## config.mk

```make
export PLATFORM = sky130hd
export DESIGN_NAME = shortest_path_4
export DESIGN_NICKNAME = d
export VERILOG_FILES = /design/src/rtl/shortest_path_4.sv
export SDC_FILE = /design/constraint.sdc
export NUM_CORES = 1
export LEC_CHECK = 0
export ABC_AREA = 1
export ABC_CLOCK_PERIOD_IN_PS = 4100
export BUFFER_PORTS_ARGS = -buffer_cell sky130_fd_sc_hd__buf_4
export CORE_MARGIN = 2
export CORE_UTILIZATION = 30
export DETAILED_ROUTE_END_ITERATION = 16
export PLACE_DENSITY = 0.44
export SYNTH_ARGS = -nofsm -noshare
export SYNTH_HDL_FRONTEND = slang
export SYNTH_SLANG_ARGS = --single-unit
export TNS_END_PERCENT = 50
```

## constraint.sdc

```tcl
create_clock -name Clk -period 4.1 [get_ports Clk]
set_input_delay 0 -clock Clk [delete_from_list [all_inputs] [get_ports Clk]]
set_output_delay 0 -clock Clk [all_outputs]
set_load 0.02 [all_outputs]
```

## src/rtl/shortest_path_4.sv

```systemverilog
// shortest_path_4 : all-pairs shortest path (Floyd-Warshall) over an N x N
// matrix of saturating D_WIDTH-bit weights. Copies M -> L, relaxes in L,
// then copies L -> P. Optional build macro INF_SKIP_EN skips the whole j loop
// of a (k,i) pair whose dik is INF; results are identical, only faster.
//
// state      | meaning
// -----------+------------------------------------------------------------
// S_IDLE     | waiting for Go, no memory traffic
// S_CI_RD    | M read of element a on the bus
// S_CI_CAP   | M data valid: queue L write of a, queue M read of a+1
// S_R_IK     | queue L read of (i,k)
// S_R_IK_RD  | L read of (i,k) on the bus
// S_R_IK_DAT | dik valid: latch it (or skip the row when INF_SKIP_EN)
// S_R_J      | queue L read of (k,j); any pending write lands this cycle
// S_R_KJ_RD  | L read of (k,j) on the bus, queue read of (i,j)
// S_R_IJ_RD  | L read of (i,j) on the bus, dkj valid: latch it
// S_R_CMP    | dij valid: queue write of saturated sum if smaller, step j
// S_CO_ST    | queue L read of element 0 for the copy-out
// S_CO_RD    | L read of element a on the bus
// S_CO_CAP   | L data valid: queue P write of a, queue L read of a+1
// S_CO_FIN   | last P write on the bus, raise Done next
// S_DONE     | Done held high, no memory traffic, Go restarts
module shortest_path_4 #(
  parameter int                 N       = 64,
  parameter int                 A_WIDTH = 13,
  parameter int                 D_WIDTH = 8,
  parameter logic [D_WIDTH-1:0] INF     = {D_WIDTH{1'b1}}
) (
  input  logic               Clk,
  input  logic               Rst,
  input  logic               Go,
  input  logic [D_WIDTH-1:0] L_In,
  input  logic [D_WIDTH-1:0] M_In,
  output logic [D_WIDTH-1:0] L_Out,
  output logic [D_WIDTH-1:0] P_Out,
  output logic [A_WIDTH-1:0] M_Addr,
  output logic [A_WIDTH-1:0] L_Addr,
  output logic [A_WIDTH-1:0] P_Addr,
  output logic               M_En,
  output logic               M_We,
  output logic               L_En,
  output logic               L_We,
  output logic               P_En,
  output logic               P_We,
  output logic               Done
);

  localparam int                 CW     = (N > 1) ? $clog2(N) : 1;
  localparam logic [A_WIDTH-1:0] LAST_A = A_WIDTH'(N * N - 1);
  localparam logic [CW-1:0]      LAST_C = CW'(N - 1);

  typedef enum logic [3:0] {
    S_IDLE, S_CI_RD, S_CI_CAP, S_R_IK, S_R_IK_RD, S_R_IK_DAT, S_R_J,
    S_R_KJ_RD, S_R_IJ_RD, S_R_CMP, S_CO_ST, S_CO_RD, S_CO_CAP, S_CO_FIN,
    S_DONE
  } state_t;

  state_t               state_q, state_d;
  logic [A_WIDTH-1:0]   a_q, a_d;
  logic [CW-1:0]        k_q, k_d, i_q, i_d, j_q, j_d;
  logic [D_WIDTH-1:0]   dik_q, dik_d, dkj_q, dkj_d;
  logic                 m_en_q, m_en_d, l_en_q, l_en_d, l_we_q, l_we_d;
  logic                 p_en_q, p_en_d, p_we_q, p_we_d, done_q, done_d;
  logic [A_WIDTH-1:0]   m_addr_q, m_addr_d, l_addr_q, l_addr_d;
  logic [A_WIDTH-1:0]   p_addr_q, p_addr_d;
  logic [D_WIDTH-1:0]   l_out_q, l_out_d, p_out_q, p_out_d;

  logic [D_WIDTH:0]     sum_w;
  logic [D_WIDTH-1:0]   s_sat;
  logic                 last_i, last_k, relax_end, skip_ik;
  logic [CW-1:0]        i_nxt, k_nxt;

  function automatic logic [A_WIDTH-1:0] idx(input logic [CW-1:0] r,
                                             input logic [CW-1:0] c);
    return A_WIDTH'(r) * A_WIDTH'(N) + A_WIDTH'(c);
  endfunction

  // Saturating candidate distance and i/k loop stepping shared by RELAX states
  always_comb begin
    sum_w     = {1'b0, dik_q} + {1'b0, dkj_q};
    s_sat     = sum_w[D_WIDTH-1:0];
    if (dik_q == INF || dkj_q == INF || sum_w >= {1'b0, INF}) s_sat = INF;
    last_i    = (i_q == LAST_C);
    last_k    = (k_q == LAST_C);
    relax_end = last_i && last_k;
    i_nxt     = last_i ? '0 : i_q + 1'b1;
    k_nxt     = last_i ? (last_k ? '0 : k_q + 1'b1) : k_q;
`ifdef INF_SKIP_EN
    skip_ik   = (L_In == INF);
`else
    skip_ik   = 1'b0;
`endif
  end

  // Next-state and next-output logic; enables default to a single-cycle pulse
  always_comb begin
    state_d  = state_q;
    a_d      = a_q;
    k_d      = k_q;
    i_d      = i_q;
    j_d      = j_q;
    dik_d    = dik_q;
    dkj_d    = dkj_q;
    m_en_d   = 1'b0;
    m_addr_d = m_addr_q;
    l_en_d   = 1'b0;
    l_we_d   = 1'b0;
    l_addr_d = l_addr_q;
    l_out_d  = l_out_q;
    p_en_d   = 1'b0;
    p_we_d   = 1'b0;
    p_addr_d = p_addr_q;
    p_out_d  = p_out_q;
    done_d   = done_q;
    case (state_q)
      S_IDLE, S_DONE: begin
        if (Go) begin
          done_d   = 1'b0;
          a_d      = '0;
          k_d      = '0;
          i_d      = '0;
          j_d      = '0;
          m_en_d   = 1'b1;
          m_addr_d = '0;
          state_d  = S_CI_RD;
        end
      end
      S_CI_RD: state_d = S_CI_CAP;
      S_CI_CAP: begin
        l_en_d   = 1'b1;
        l_we_d   = 1'b1;
        l_addr_d = a_q;
        l_out_d  = M_In;
        if (a_q == LAST_A) begin
          state_d = S_R_IK;
        end else begin
          a_d      = a_q + 1'b1;
          m_en_d   = 1'b1;
          m_addr_d = a_q + 1'b1;
          state_d  = S_CI_RD;
        end
      end
      S_R_IK: begin
        l_en_d   = 1'b1;
        l_addr_d = idx(i_q, k_q);
        state_d  = S_R_IK_RD;
      end
      S_R_IK_RD: state_d = S_R_IK_DAT;
      S_R_IK_DAT: begin
        dik_d = L_In;
        if (skip_ik) begin
          i_d     = i_nxt;
          k_d     = k_nxt;
          a_d     = '0;
          state_d = relax_end ? S_CO_ST : S_R_IK;
        end else begin
          state_d = S_R_J;
        end
      end
      S_R_J: begin
        l_en_d   = 1'b1;
        l_addr_d = idx(k_q, j_q);
        state_d  = S_R_KJ_RD;
      end
      S_R_KJ_RD: begin
        l_en_d   = 1'b1;
        l_addr_d = idx(i_q, j_q);
        state_d  = S_R_IJ_RD;
      end
      S_R_IJ_RD: begin
        dkj_d   = L_In;
        state_d = S_R_CMP;
      end
      S_R_CMP: begin
        if (s_sat < L_In) begin
          l_en_d   = 1'b1;
          l_we_d   = 1'b1;
          l_addr_d = idx(i_q, j_q);
          l_out_d  = s_sat;
        end
        if (j_q != LAST_C) begin
          j_d     = j_q + 1'b1;
          state_d = S_R_J;
        end else begin
          j_d     = '0;
          i_d     = i_nxt;
          k_d     = k_nxt;
          a_d     = '0;
          state_d = relax_end ? S_CO_ST : S_R_IK;
        end
      end
      S_CO_ST: begin
        l_en_d   = 1'b1;
        l_addr_d = a_q;
        state_d  = S_CO_RD;
      end
      S_CO_RD: state_d = S_CO_CAP;
      S_CO_CAP: begin
        p_en_d   = 1'b1;
        p_we_d   = 1'b1;
        p_addr_d = a_q;
        p_out_d  = L_In;
        if (a_q == LAST_A) begin
          state_d = S_CO_FIN;
        end else begin
          a_d      = a_q + 1'b1;
          l_en_d   = 1'b1;
          l_addr_d = a_q + 1'b1;
          state_d  = S_CO_RD;
        end
      end
      S_CO_FIN: begin
        done_d  = 1'b1;
        state_d = S_DONE;
      end
      default: state_d = S_IDLE;
    endcase
  end

  // State, counters and registered memory-port outputs
  always_ff @(posedge Clk) begin
    if (Rst) begin
      state_q  <= S_IDLE;
      a_q      <= '0;
      k_q      <= '0;
      i_q      <= '0;
      j_q      <= '0;
      dik_q    <= '0;
      dkj_q    <= '0;
      m_en_q   <= 1'b0;
      m_addr_q <= '0;
      l_en_q   <= 1'b0;
      l_we_q   <= 1'b0;
      l_addr_q <= '0;
      l_out_q  <= '0;
      p_en_q   <= 1'b0;
      p_we_q   <= 1'b0;
      p_addr_q <= '0;
      p_out_q  <= '0;
      done_q   <= 1'b0;
    end else begin
      state_q  <= state_d;
      a_q      <= a_d;
      k_q      <= k_d;
      i_q      <= i_d;
      j_q      <= j_d;
      dik_q    <= dik_d;
      dkj_q    <= dkj_d;
      m_en_q   <= m_en_d;
      m_addr_q <= m_addr_d;
      l_en_q   <= l_en_d;
      l_we_q   <= l_we_d;
      l_addr_q <= l_addr_d;
      l_out_q  <= l_out_d;
      p_en_q   <= p_en_d;
      p_we_q   <= p_we_d;
      p_addr_q <= p_addr_d;
      p_out_q  <= p_out_d;
      done_q   <= done_d;
    end
  end

  assign M_En   = m_en_q;
  assign M_We   = 1'b0;
  assign M_Addr = m_addr_q;
  assign L_En   = l_en_q;
  assign L_We   = l_we_q;
  assign L_Addr = l_addr_q;
  assign L_Out  = l_out_q;
  assign P_En   = p_en_q;
  assign P_We   = p_we_q;
  assign P_Addr = p_addr_q;
  assign P_Out  = p_out_q;
  assign Done   = done_q;

endmodule

```

Yosys cells after proc, flatten, opt, wreduce, memory -nomap -nowiden
Index checks and enable logic that the tools add are counted.
- register bits after elaboration: 111
- bits of input ports: 19
- output and inout port bits: 62
- add/sub/neg operators: 8
- magnitude comparators: 2
- equal/unequal tests: 27
- multiplexer cells: 35
- reduce and logical (&&, ||, !) cells: 22
- operator list (operator ; count):
    $pmux W13 S6 ; 1
    $pmux W4 S14 ; 1
    $mux W13 ; 4
    $mux W6 ; 7
    $add A12 B6 Y13 ; 3
    $pmux W13 S3 ; 1
    $pmux W6 S2 ; 3
    $eq A4 B4 Y1 const B ; 7
    $pmux W13 S2 ; 1
    $add A6 B1 Y6 const B ; 3
    $eq A4 B3 Y1 const B ; 4
    $eq A8 B8 Y1 const B ; 2
    $mux W8 ; 2
    $pmux W8 S2 ; 1
    $ne A2 B2 Y1 const B ; 7
    $add A13 B1 Y13 const B ; 1
    $eq A13 B12 Y1 const B ; 1
    $eq A6 B6 Y1 const B ; 2
    $mux W4 ; 3
    $add A8 B8 Y9 ; 1
    $ge A9 B8 Y1 const B ; 1
    $reduce_and A3 Y1 ; 3
    $eq A4 B2 Y1 const B ; 2
    $lt A8 B8 Y1 ; 1
    other kinds (17) ; 32

Logic depth before layout (Yosys ltp)
- word-level depth: 7
- mapped depth: 25
- depth with buffers taken out: 24

Worst setup path before layout
Ideal clock, no wire load.
- kind: reg-to-reg
- from: reg dik_q[0]
- to: reg l_addr_q[8], in the netlist L_Addr[8]
- library setup time: 113 ps
- arrival time: 3254 ps
- required time: 3987 ps
- path slack: 733 ps
- stages on the path, launching flop included: 20
- path buffers: 1
- path through: dfxtp_1 ha_1 fa_1 nand2_1 nand2_1 nand2_1 o21bai_1 a21o_1 a21oi_1 nand3_1 ha_1 nand2_1 nor2_1 a2111oi_4 nand2_2 nand2_4 buf_6 nand2_2 nand2_1 nor2_1
- cells in the longest elaborated chain, start to end: 7
- RTL lines (item ; line ; RTL):
    start: declaration ; 61 ; logic [D_WIDTH-1:0] dik_q, dik_d, dkj_q, dkj_d;
    start signal: assignment ; 247 ; dik_q <= dik_d;
    $add A8 B8 Y9 / $eq A8 B8 Y1 (equally long branches) ; 80, 82 ;
    $ge A9 B8 Y1 / $logic_or A1 B1 Y1 (equally long branches) ; 82 ; if (dik_q == INF || dkj_q == INF || sum_w >= {1'b0, INF}) s_sat = INF;
    $logic_or A1 B1 Y1 ; 82 ;
    $mux W8 * ; 82 ;
    $lt A8 B8 Y1 * ; 175 ; if (s_sat < L_In) begin
    $ne A2 B2 Y1 (no line) * ; n/a ;
    $reduce_and A3 Y1 (no line) * ; n/a ;
    end signal: assignment ; 253 ; l_addr_q <= l_addr_d;
    end: declaration ; 64 ; logic [A_WIDTH-1:0] m_addr_q, m_addr_d, l_addr_q, l_addr_d;
Every way passes the cells marked *; elsewhere a longest branch is shown, timed or not.
A chain may end at the register's enable or synchronous reset.

Final worst setup path
- from: reg dik_q[0]
- to: reg l_addr_q[6], in the netlist L_Addr[6]
Same word-level chain as after synthesis.

==> impl_results.md <==
* Outcome: complete, no violations
* DRT iter0 DRCs at 254
* Post-synthesis compound-gate area fraction at 18.0%
* Post-Synth XOR/XNOR Area at 2.16%
* Sum Neg Setup Slack at 0 ps
* Die X at about 140 um
* Pin count of the biggest net entering global routing at 51
* WP data arrival at approximately 4000 ps
* Worst-path clk slew at 80 ps
* Initial Utilization at 30.4%
* Die Span Y at about 140 um
* PD cells at 422 nW/um^2
* Logic pwr share at 27.4%
* CTS sink cnt at 111
* Clock Tree Buf Depth at 2
* Simple-Gate Fraction of Synth Area at 26.9%
* RSZ-0062 raised after global routing: false
* Cell Int Power at between 1.5 and 2 mW
* RePlAce Congestion at around 0.9
* Met2 routed WL at 7600 um
* HPWL Detailed at 13200 um
* Post-Synthesis Cell Area at 5670 um^2
* WL final at 17600 um
* Global Route Usage Sum at 17.9%
* Seq/Total Area, Yosys at 39.2%
* Post-synthesis net count at approximately 840
* Final Hold Fails at 0
* Area growth syn-to-layout at 21.6%
* WL met1 at 8960 um
* Detail Route met3 WL at 796 um
* Vias in the first global route at 5160
* Final worst-path cycle share at 90.9%
* Worst-Margin Slew at 1170 ps
* Non-Filler Instances at about 1100
* Routed WL per cell at 15.7 um
* Clk pwr share at between 20% and 30%
* 1st-pass router iterations at 4
* Mapped Cells at 799
* Setup-failing EPs final at 0
* Fin crit period at 3730 ps
* Clock skew at 7.98 ps
* Core ar. at 18600 um^2
* Htree depth at 3
* Inserted Diodes at 0
* Initial antenna violation count at 0
* Adder-Cell Fraction of Synth Area at 4.54%
* Worst slew margin at 21.6%
* Worst-Skew Late Latency at 360 ps
* Clk root buf: clkbuf_16
* Maximum vdd drop at ~220 uV
* Gr ovfl total at 0
* Mux cell area share after synthesis at 0.353%
* Die Footprint at between 20000 and 25000 um^2
* Register bit count reported by yosys at 111
* Pins Over Slew Limit at 0
* DRC at 0
* Worst hold path type: in -> reg
* # port buffers at 79
* Mean post-synth cell area at 7.10 um^2
* Synth cell types at 45
* Max-cap violations at 0
* Pre-CTS setup slack at 195 ps
* Vias at 5437
* Sw Ratio at 35.1%
* FILL cells at between 1500 and 2000
* Leakage at 3.10 nW
* Crit start category: flop
* DP Cell Count at 1085
* CTS tree: yes
* Drt via density at 4.86
* Psw at 1.02 mW
* Fraction of layout cells with a size suffix above 1 at 13.6%
* Rows at 50
* WS Path Type: reg -> reg
* CTS buffer count at 9
* Achievable frequency at 0.268 GHz
* Setup WS post-layout at ~370 ps
* Fin nets at 918
* Max layer used: met4
* CP Capture Type: flop
* First-pass GRT wire length at 28100 um
* Final ANT Viol Nets at 0
* Sequential Power Share at 42.9%
* Largest family of logic cells by synthesized area: simple AND/OR/NAND/NOR gates
* CP Max Fanout at 19
* Worst Path Required at 4360 ps
* YS warnings at 0
* Boundary Pins at 81
[critical path: stages, from the launching register on]
cell,delay [ps]
dfxtp_1,330
ha_1,220
fa_1,410
nand2_1,80
nand2_1,50
nand2_1,110
o21bai_1,110
a21o_1,180
a21oi_2,280
nand3_1,160
ha_1,320
a21oi_1,130
nor2_1,80
a2111oi_4,370
nand2_2,330
nand2_4,280
nand2_1,80
nand2_1,80
nor2_1,40
[area by class of cell]
type / instances / area, um^2 / share of cell area [%]
multi-input combinational: 562 / 2960 / 42.8
sequential: 111 / 2220 / 32.2
timing repair buffer: 98 / 778 / 11.3
inverter: 97 / 364 / 5.28
tap: 234 / 293 / 4.24
clock buffer: 10 / 239 / 3.46
clock inverter: 6 / 46.3 / 0.671
[kinds of logic after synthesis]
| group | after synthesis |
|---|---|
| xor+xnor | 14 |
| other cells | 1 |
| flops | 111 |
| fa+ha+maj | 20 |
| buf+inv | 126 |
| mux | 2 |
| compound gates | 174 |
| simple gates | 351 |
[final timing paths]
check             start    endpoint  slack, ps  cells past startpoint
min reg2reg  M_Addr[11]  M_Addr[11]        460                      2
max reg2reg    dik_q[0]   L_Addr[6]        370                     18
min                 Rst      i_q[1]        100                      2
max            dik_q[0]   L_Addr[6]        370                     18
[sequential cells by signal, indices dropped and copies added (netlist names)]
signal and flops:
L_En 1, L_We 1, j_q 6, Done 1, state_q 4, dik_q 8
P_Out 8, k_q 6, P_We 1, M_Addr 13, i_q 6, dkj_q 8
a_q 13, L_Out 8, P_Addr 13, M_En 1, L_Addr 13
[placed cells by master, fill, tap and decap left out, types with 3 or more instances in the layout]
master and n:
o21bai_1 4, nand3_1 18, xor2_1 14, ha_1 19, dfxtp_1 111, clkbuf_16 9, nor3_1 13, inv_1 95
dlygate4sd3_1 17, a221oi_1 10, nand4_1 9, buf_4 81, o21ai_0 51, nand3b_1 12, nand2_2 3, nor2_4 4
a31oi_1 4, clkinv_4 3, o22ai_1 8, a211oi_1 6, a21oi_1 81, or2_2 3, nor2_1 86, nand2_1 193
[Yosys cell counts, drive strengths merged]
master	number	share of area, %
nand2	197	13
dfxtp	111	39
inv	96	6.4
nor2	92	6.7
a21oi	82	7.2
o21ai	51	4.5
ha	19	4.2
nand3	19	1.8
clkbuf	18	1.2
nor3	14	1.4
xor2	14	2.2
nand3b	12	1.6
buf	11	1.2
nand4	11	1.4
a221oi	10	1.5
o22ai	8	0.88
a211oi	7	1.1
a31oi	4	0.44
o21bai	4	0.53
or2	3	0.33
mux2i	2	0.35
nor3b	2	0.26
o2111ai	2	0.31
a2111oi	1	0.49
a21boi	1	0.33
a21o	1	0.13
a22oi	1	0.13
a31o	1	0.15
a41oi	1	0.15
clkinv	1	0.066
conb	1	0.066
fa	1	0.35
nor4	1	0.11
[power by group through the flow]
stage | clock network, mW | registers (mW) | logic [mW]
3_5_place_dp | 0 | 1.27 | 0.786
5_1_grt | 0.937 | 1.26 | 0.896
6_report | 0.863 | 1.25 | 0.797
2_1_floorplan | 0 | 1.33 | 0.482
3_3_place_gp | 0 | 1.27 | 0.776
4_1_cts | 0.896 | 1.25 | 0.802
[through the flow]
stage               util (%)  cell area, um^2  total power [mW]  hold WS, ps
finish                  37.0             6900              2.91          105
detailed placement      34.5             6440              2.06          328
floorplan                  -             5670              1.81          183
CTS                     37.0             6890              2.95          106
global route            37.0             6900              3.10          145
global placement        34.5             6440              2.05          314
[layer usage]
| metal | vias up | global-route usage, % |
|---|---|---|
| met2 | 122 | 27.3 |
| met3 | 12 | 3.07 |
| met5 | - | 0 |
| met1 | 2526 | 26.0 |
| met4 | 0 | 5.00 |
| li1 | 2777 | - |
[repair_timing]
action                                  in CTS  in global routing
hold buffers                                17                  0
hold endpoints to repair                    31                  0
resized for setup                            0                  1
endpoints found under the setup margin       0                 11
setup buffers                                0                  0
(Power assumes the default switching activity.)
